## config.mk

```make
export PLATFORM = sky130hd
export DESIGN_NAME = vga_timing_gen
export DESIGN_NICKNAME = d
export VERILOG_FILES = /design/src/rtl/vga_pkg.sv /design/src/rtl/vga_timing_gen.sv
export SDC_FILE = /design/constraint.sdc
export NUM_CORES = 1
export LEC_CHECK = 0
export ABC_CLOCK_PERIOD_IN_PS = 3300
export BUFFER_PORTS_ARGS = -buffer_cell sky130_fd_sc_hd__buf_2
export CORE_AREA = 10 10 61 63
export CTS_BUF_LIST = sky130_fd_sc_hd__clkbuf_8
export CTS_CLUSTER_DIAMETER = 30
export DETAILED_ROUTE_END_ITERATION = 10
export DIE_AREA = 0 0 71 73
export PLACE_DENSITY = 0.94
export SETUP_SLACK_MARGIN = 0.4
export SLEW_MARGIN = 30
export SYNTH_ARGS = -nofsm -noshare
export SYNTH_HDL_FRONTEND = slang
export SYNTH_SLANG_ARGS = --single-unit
```

## constraint.sdc

```tcl
create_clock -name clk -period 3.3 [get_ports clk]
set_input_delay 0.495 -clock clk [delete_from_list [all_inputs] [get_ports clk]]
set_output_delay 0.495 -clock clk [all_outputs]
set_load 0.03 [all_outputs]
```

## src/rtl/vga_pkg.sv

```systemverilog
// 800x600@60 Hz raster timing constants shared by the timing generator and
// the drawing stages (which only need the active area).
package vga_pkg;

  localparam int H_ACTIVE = 800;
  localparam int H_FP     = 40;
  localparam int H_SYNC   = 128;
  localparam int H_BP     = 88;
  localparam int V_ACTIVE = 600;
  localparam int V_FP     = 1;
  localparam int V_SYNC   = 4;
  localparam int V_BP     = 23;

  localparam int H_TOTAL  = H_ACTIVE + H_FP + H_SYNC + H_BP;
  localparam int V_TOTAL  = V_ACTIVE + V_FP + V_SYNC + V_BP;

endpackage

```

## src/rtl/vga_timing_gen.sv

```systemverilog
// VGA raster source: pixel/line counters plus registered sync and blanking
// strobes, all decoded from the next-state counters so they stay cycle-aligned.
module vga_timing_gen #(
  parameter int H_ACTIVE = vga_pkg::H_ACTIVE,
  parameter int H_FP     = vga_pkg::H_FP,
  parameter int H_SYNC   = vga_pkg::H_SYNC,
  parameter int H_BP     = vga_pkg::H_BP,
  parameter int V_ACTIVE = vga_pkg::V_ACTIVE,
  parameter int V_FP     = vga_pkg::V_FP,
  parameter int V_SYNC   = vga_pkg::V_SYNC,
  parameter int V_BP     = vga_pkg::V_BP,
  parameter int CW       = 11
) (
  input  logic          clk,
  input  logic          rst_n,
  input  logic          en,
  output logic [CW-1:0] hcount,
  output logic [CW-1:0] vcount,
  output logic          hsync,
  output logic          vsync,
  output logic          hblnk,
  output logic          vblnk,
  output logic          frame_start
);

  localparam int H_TOTAL = H_ACTIVE + H_FP + H_SYNC + H_BP;
  localparam int V_TOTAL = V_ACTIVE + V_FP + V_SYNC + V_BP;

  localparam logic [CW-1:0] H_LAST        = CW'(H_TOTAL - 1);
  localparam logic [CW-1:0] H_BLANK_START = CW'(H_ACTIVE);
  localparam logic [CW-1:0] H_SYNC_START  = CW'(H_ACTIVE + H_FP);
  localparam logic [CW-1:0] H_SYNC_STOP   = CW'(H_ACTIVE + H_FP + H_SYNC);
  localparam logic [CW-1:0] V_LAST        = CW'(V_TOTAL - 1);
  localparam logic [CW-1:0] V_BLANK_START = CW'(V_ACTIVE);
  localparam logic [CW-1:0] V_SYNC_START  = CW'(V_ACTIVE + V_FP);
  localparam logic [CW-1:0] V_SYNC_STOP   = CW'(V_ACTIVE + V_FP + V_SYNC);

  if (H_TOTAL > 2**CW) begin : g_h_total_check
    $error("vga_timing_gen: H_TOTAL does not fit in CW bits");
  end
  if (V_TOTAL > 2**CW) begin : g_v_total_check
    $error("vga_timing_gen: V_TOTAL does not fit in CW bits");
  end

  logic [CW-1:0] hcount_q, hcount_d;
  logic [CW-1:0] vcount_q, vcount_d;
  logic          hsync_q, hsync_d;
  logic          vsync_q, vsync_d;
  logic          hblnk_q, hblnk_d;
  logic          vblnk_q, vblnk_d;
  logic          frame_start_q, frame_start_d;
  logic          h_wrap, v_wrap;

  assign h_wrap = (hcount_q == H_LAST);
  assign v_wrap = (vcount_q == V_LAST);

  // Strobes decode the next-state counters so they land on the same edge.
  always_comb begin
    hcount_d      = hcount_q;
    vcount_d      = vcount_q;
    frame_start_d = 1'b0;
    if (en) begin
      hcount_d = h_wrap ? '0 : hcount_q + 1'b1;
      if (h_wrap) begin
        vcount_d = v_wrap ? '0 : vcount_q + 1'b1;
      end
      frame_start_d = h_wrap && v_wrap;
    end
    hblnk_d = (hcount_d >= H_BLANK_START);
    hsync_d = (hcount_d >= H_SYNC_START) && (hcount_d < H_SYNC_STOP);
    vblnk_d = (vcount_d >= V_BLANK_START);
    vsync_d = (vcount_d >= V_SYNC_START) && (vcount_d < V_SYNC_STOP);
  end

  always_ff @(posedge clk or negedge rst_n) begin
    if (!rst_n) begin
      hcount_q <= '0;
    end else begin
      hcount_q <= hcount_d;
    end
  end

  always_ff @(posedge clk or negedge rst_n) begin
    if (!rst_n) begin
      vcount_q <= '0;
    end else begin
      vcount_q <= vcount_d;
    end
  end

  always_ff @(posedge clk or negedge rst_n) begin
    if (!rst_n) begin
      hsync_q       <= 1'b0;
      vsync_q       <= 1'b0;
      hblnk_q       <= 1'b0;
      vblnk_q       <= 1'b0;
      frame_start_q <= 1'b0;
    end else begin
      hsync_q       <= hsync_d;
      vsync_q       <= vsync_d;
      hblnk_q       <= hblnk_d;
      vblnk_q       <= vblnk_d;
      frame_start_q <= frame_start_d;
    end
  end

  assign hcount      = hcount_q;
  assign vcount      = vcount_q;
  assign hsync       = hsync_q;
  assign vsync       = vsync_q;
  assign hblnk       = hblnk_q;
  assign vblnk       = vblnk_q;
  assign frame_start = frame_start_q;

endmodule

```

==> results.cfg, run 1 <==
[outcome]
status = finished, final reports clean

[sta]
period_needed_ns = 2.36
post-route-period-util_pct = 71.5
max_slew_margin_pct = 61.3
fin_tns_setup_ns = 0
tightest_slew_ns = 0.580
max_freq_ghz = 0.424
finClkSkew_ns = 0.00802
drv_slew = 0
hold_violations = 0
rsz0062_at_grt = false
setup_viol = 0

[synthesis]
ys.flop_type = dfrtp_1
synth-seq-cells = 27
synthesis.area_sq_um = 1500
ys_seq_area_share_pct = 45.0
synthArstFlopShare_pct = 100
yosysMostFrequentCell = dfrtp_1
synthTopCellsByCount = 27 x dfrtp_1, 11 x nor2_1, 11 x xnor2_1, 9 x nand2_1, 9 x nand3_1
syn-num-nets = 153
synth-edff-count = 0
yosysWarningCount = 0
syn_inst = 148
yosys.area.top_type = dfrtp_1
yosysUniqueCellTypes = 46
syn_avg_cell_area_sq_um = 10.2
synthTopCellsByArea = dfrtp_1 45%, xnor2_1 6.4%, xor2_1 4.1%
netlist.area_leader.share_pct = 45.0

[clock_tree]
cts_max_level = 1
clockBufferDepth = 2
hold_buffers = 0
cts_buffers = 3
cts_tree = yes
clock_sinks = 27
clk_pin_slew_ns = 0.09
cts_setup_buffers = 0
cts-root-buf = clkbuf_8
worstSkewPairLatency_ns = 0.28
ctsResizeCount = 0

[finish]
antenna_cells = 0
area_delta_synth_final_pct = 12.7
instances_no_fill = 205
drive_above_1_share_pct = 24.7
final_core_util_pct = 64.7
nets = 180

[placement]
place.detailed.hpwl_microns = 2500
gp_congestion = 0.891
port_buffers = 29
dp.cells = 201

[critical_path]
r2r_cells = 6
cp-end-kind = register
crit_type = register to register
worstSetupStartpointType = register
reg2reg_from = hcount[5]
worst_r2r_endpoint = vsync
crit_arrival_ns = 2.53
worst-path-max-fanout = 11
required_ns = 3.47
r2r_setup_slack_ns = 0.94

[flow_run]
maxCapViolCount = 0

[floorplanning]
initial_core_util_pct = 57.5
core-area_sq_um = 2620
fp.dieW_microns = 71
die-area_sq_um = 5180
pin_count = 30
die_y_microns = 73
rows = 19

[routing]
post_drt_wl_per_cell_microns = 16.6
finalWirelength_microns = 3410
drt_iter0_drc = 80
viasPerCell = 5.93
drtPass1Iterations = 4
drc_errors = 0
ant_nets = 0
vias = 1215

[power]
pwr-share-clk_pct = 20.8
p_sw_share_pct = 38.7
ir_worst_vdd_uv = 594
intPower_uw = 552
leakage_nw = 0.858
p_switching_uw = 349
power.total_uw = 901
combPwrFrac_pct = 31.2
power.density_nw_per_um2 = 532
pwr-share-seq_pct = 48.0

[global_routing]
grt_start_max_net_pins = 28
grt_pass1_vias = 1192
grt_first_pass_wirelength_microns = 5670
antenna_found_initial = 0
grt_use_total_pct = 13.1
gr-total-overflow = 0

[hold_path]
hp-class = input port to async pin
[registers in the layout (all words and copies together), names as in the netlist]
register and flops:
hcount 11, vcount 11, frame_start 1, hblnk 1, hsync 1, vblnk 1, vsync 1
[logic make-up (layout without fill, tap and decap cells)]
group           Yosys count  after routing  synth area share [%]
simple gates             59             59                  24.8
flops                    27             27                  45.0
buf+inv                  13             39                  4.16
xor+xnor                 18             18                  10.5
mux                       4              4                  2.75
fa+ha+maj                 2              2                  1.67
compound gates           25             25                  11.2
[power groups by stage]
stage,clock network [mW],logic (mW),registers [mW]
global route,0.203,0.306,0.442
detailed placement,0,0.277,0.437
global placement,0,0.273,0.434
floorplan,0,0.128,0.506
CTS,0.191,0.284,0.431
finish,0.187,0.281,0.432
[metrics by stage]
| step | hold WS [ns] | instance area, sq um | setup WS, ns |
|---|---|---|---|
| after floorplan | 0.199 | 1500 | 1.16 |
| after CTS | 0.225 | 1690 | 0.968 |
| after detailed placement | 0.514 | 1650 | 0.928 |
| final | 0.204 | 1690 | 0.941 |
| after global placement | 0.506 | 1650 | 1.04 |
| after global routing | 0.252 | 1690 | 0.862 |
[layout make-up]
class	instances	area [sq um]
sequential	27	676
multi-input combinational	108	764
fill	205	922
clock inverter	1	5.00
inverter	6	22.5
tap	31	38.8
timing repair buffer	29	145
clock buffer	3	41.3
[cell usage in the layout (no fill, tap or decap), types with 4 or more instances in the layout]
cell type / instances
o21ai_0: 8
and4_1: 5
dfrtp_1: 27
nand3_1: 9
inv_1: 6
xor2_1: 7
and3_1: 4
xnor2_1: 11
nand2_1: 9
buf_2: 29
nor2_1: 11
[routing by layer]
layer | vias up | wire length (microns) | GRT usage, %
met5 | - | 0 | 0
met4 | 0 | 65 | 6.45
met3 | 7 | 231 | 3.27
met2 | 44 | 1630 | 21.0
met1 | 579 | 1480 | 16.1
li1 | 585 | - | -
[worst max-delay path by stage]
stage	depth (start not counted)	endpoint	start	slack, ns
after floorplan	7	vsync	vcount[0]	1.16
after global placement	7	vsync	en	1.04
after detailed placement	7	vsync	en	0.93
after CTS	6	vsync	hcount[5]	0.97
after global routing	6	vsync	hcount[5]	0.86
final	6	vsync	hcount[5]	0.94
[worst max-delay path, stage by stage (launching register included)]
cell and delay [ns]:
dfrtp_1 0.49, nor4_4 0.47, and4_4 0.37, and4_1 0.29
mux2i_1 0.24, nand3b_1 0.10, nor4bb_1 0.29
(Power assumes the default switching activity.)
==> run 2: changes to the inputs <==
- ABC_CLOCK_PERIOD_IN_PS: 3300 -> 2100
- CORE_AREA: 10 10 61 63 -> 10 10 66 68
- DIE_AREA: 0 0 71 73 -> 0 0 76 78
- PLACE_DENSITY: 0.94 -> 0.84
- clock period: 3.3 -> 2.1 ns (I/O delays scaled with it)
==> run 2 against run 1 <==
Worst setup slack worse by 0.85 ns. Clock skew decreased by 0.00072 ns. Combinational power grew 130%. Non-clock buffer count rose by 35. Critical path depth rose by 2. Routed wire length is 32% higher. Core utilization rose by 1.7 points. Register-to-register slack got worse by 0.85 ns. Cell area is 25% higher. Sequential share of layout area decreased by 7.3 points. Critical path type unchanged. Highest routed layer unchanged.
==> results.cfg, run 2 (synthesis gave the netlist of run 1 again) <==
[sta]
max_slew_margin_pct = 55.2
hold_violations = 0
max_freq_ghz = 0.498
setup_viol = 0
rsz0062_at_grt = true
tightest_slew_ns = 0.663
post-route-period-util_pct = 95.7
finClkSkew_ns = 0.00729
drv_slew = 0
period_needed_ns = 2.01

[critical_path]
cp-end-kind = register
r2r_cells = 8
r2r_setup_slack_ns = 0.09
cpLargestDelayFamily = compound AO/OA/AOI/OAI gates
critPathSlowestCell = dfrtp_2
worstSetupStartpointType = register
worst-path-buf-inv = 2
critPathMaxStageDelay_ns = 0.46
crit_arrival_ns = 2.16
cp_cell_sequence = nor4_4 > and4_4 > buf_4 > buf_4 > o21ai_1 > o21a_1 > o311ai_2 > a2bb2oi_1
cp_common_cell = buf_4
worst_r2r_endpoint = vblnk
reg2reg_from = hcount[8]
worst-path-max-fanout = 5
required_ns = 2.25
crit_type = register to register

[routing]
top_layer_used = met4
wl_met2_microns = 2370
viasPerCell = 5.61
ant_nets = 0
met3RoutedLength_microns = 201
wl_met1_microns = 1860
post_drt_wl_per_cell_microns = 17.7
finalWirelength_microns = 4500
drt_iter0_drc = 107
drtPass1Iterations = 4
vias = 1430
drc_errors = 0

[floorplanning]
core-area_sq_um = 3180
die_y_microns = 78
pin_count = 30
rows = 21
initial_core_util_pct = 47.3
fp.dieW_microns = 76
die-area_sq_um = 5930

[global_routing]
grt_start_max_net_pins = 28
gr-total-overflow = 0
grt_use_total_pct = 14.3
grt_pass1_vias = 1442
grt_first_pass_wirelength_microns = 7070
antenna_found_initial = 0

[finish]
instances_no_fill = 255
seq_area_sq_um = 688
stdcell_area_sq_um = 2110
final_cell_mix = 33 x buf_4, 29 x buf_2, 17 x dfrtp_1
antenna_cells = 0
drive_above_1_share_pct = 53.1
multi_input_area_sq_um = 883
area_delta_synth_final_pct = 40.6
nets = 215
num-fill-cells = 229
final_common_cell = buf_4

[power]
ir_worst_vdd_uv = 661
leakage_nw = 1.03
power.density_nw_per_um2 = 757

[hold_path]
hp-class = input port to async pin

[placement]
place.detailed.hpwl_microns = 2690
port_buffers = 29
dp.cells = 230
gp_congestion = 0.851
placement.cell_area_sq_um = 1800

[clock_tree]
hold_buffers = 0
cts_max_level = 1
cts-root-buf = clkbuf_8
clockBufferDepth = 2
clk_pin_slew_ns = 0.10
worstSkewPairLatency_ns = 0.27
cts_tree = yes
clock_sinks = 27
cts_buffers = 3

[outcome]
status = finished, final reports clean

[flow_run]
maxCapViolCount = 0
run 2: cell count changes in the layout (fill, tap and decap cells not counted), moves of 3 or more:
cell	delta
and3_4	+4
dfrtp_1	-10
and4_1	-4
dfrtp_2	+10
and3_1	-3
buf_4	+33
run 2: worst max path at each step:
stage	start	end	slack [ns]	depth (start not counted)
final	hcount[8]	vblnk	0.09	8
after global routing	hcount[8]	vsync	-0.01	6
after CTS	vcount[2]	vsync	0.13	6
after detailed placement	hcount[7]	vsync	0.06	7
after global placement	hcount[7]	vsync	0.12	7
after floorplan	hcount[7]	vsync	0.10	6
run 2: metrics by stage:
| stage | power, mW | worst slack [ns] | TNS (ns) | utilization [%] | hold WS [ns] |
|---|---|---|---|---|---|
| after CTS | 1.61 | 0.128 | 0 | 63.7 | 0.0515 |
| after floorplan | 1.00 | 0.102 | 0 | - | 0.0194 |
| final | 1.60 | 0.0907 | 0 | 66.5 | 0.0353 |
| after global placement | 1.18 | 0.120 | 0 | 56.5 | 0.351 |
| after global routing | 1.70 | -0.0145 | -0.0145 | 66.5 | 0.0789 |
| after detailed placement | 1.20 | 0.0611 | 0 | 56.5 | 0.357 |
run 2: report_power, final:
part           switching, mW  internal (mW)  total, mW
Combinational          0.374          0.270      0.644
Clock                  0.161          0.133      0.294
Sequential            0.0718          0.591      0.663
Total                  0.607          0.994       1.60
run 2: final cells by class:
class,instances,area share (%)
multi-input cells,108,41.8
flip-flops and latches,27,32.6
repair buffers,64,19.7
well taps,46,2.72
clock buffers,3,1.95
inverters,6,1.07
clock inverters,1,0.237
run 2: repair_timing:
item / in CTS / in global routing
pin swaps: 7 / 5
setup buffers: 15 / 6
resized for setup: 16 / 12
setup endpoints to repair: 8 / 12
run 2: routing by layer:
layer	global-route usage [%]	vias to the layer above
met1	16.4	713
met2	25.0	55
met4	6.63	0
met5	0	-
li1	-	653
met3	2.88	9
run 2: worst register-to-register path, delay by kind of cell (launching register included):
kind                   cells  cell delay (ns)
DFF                        1             0.46
and+or+nand+nor            2             0.57
buffers and inverters      2             0.22
AOI/OAI and AO/OA          4             0.63
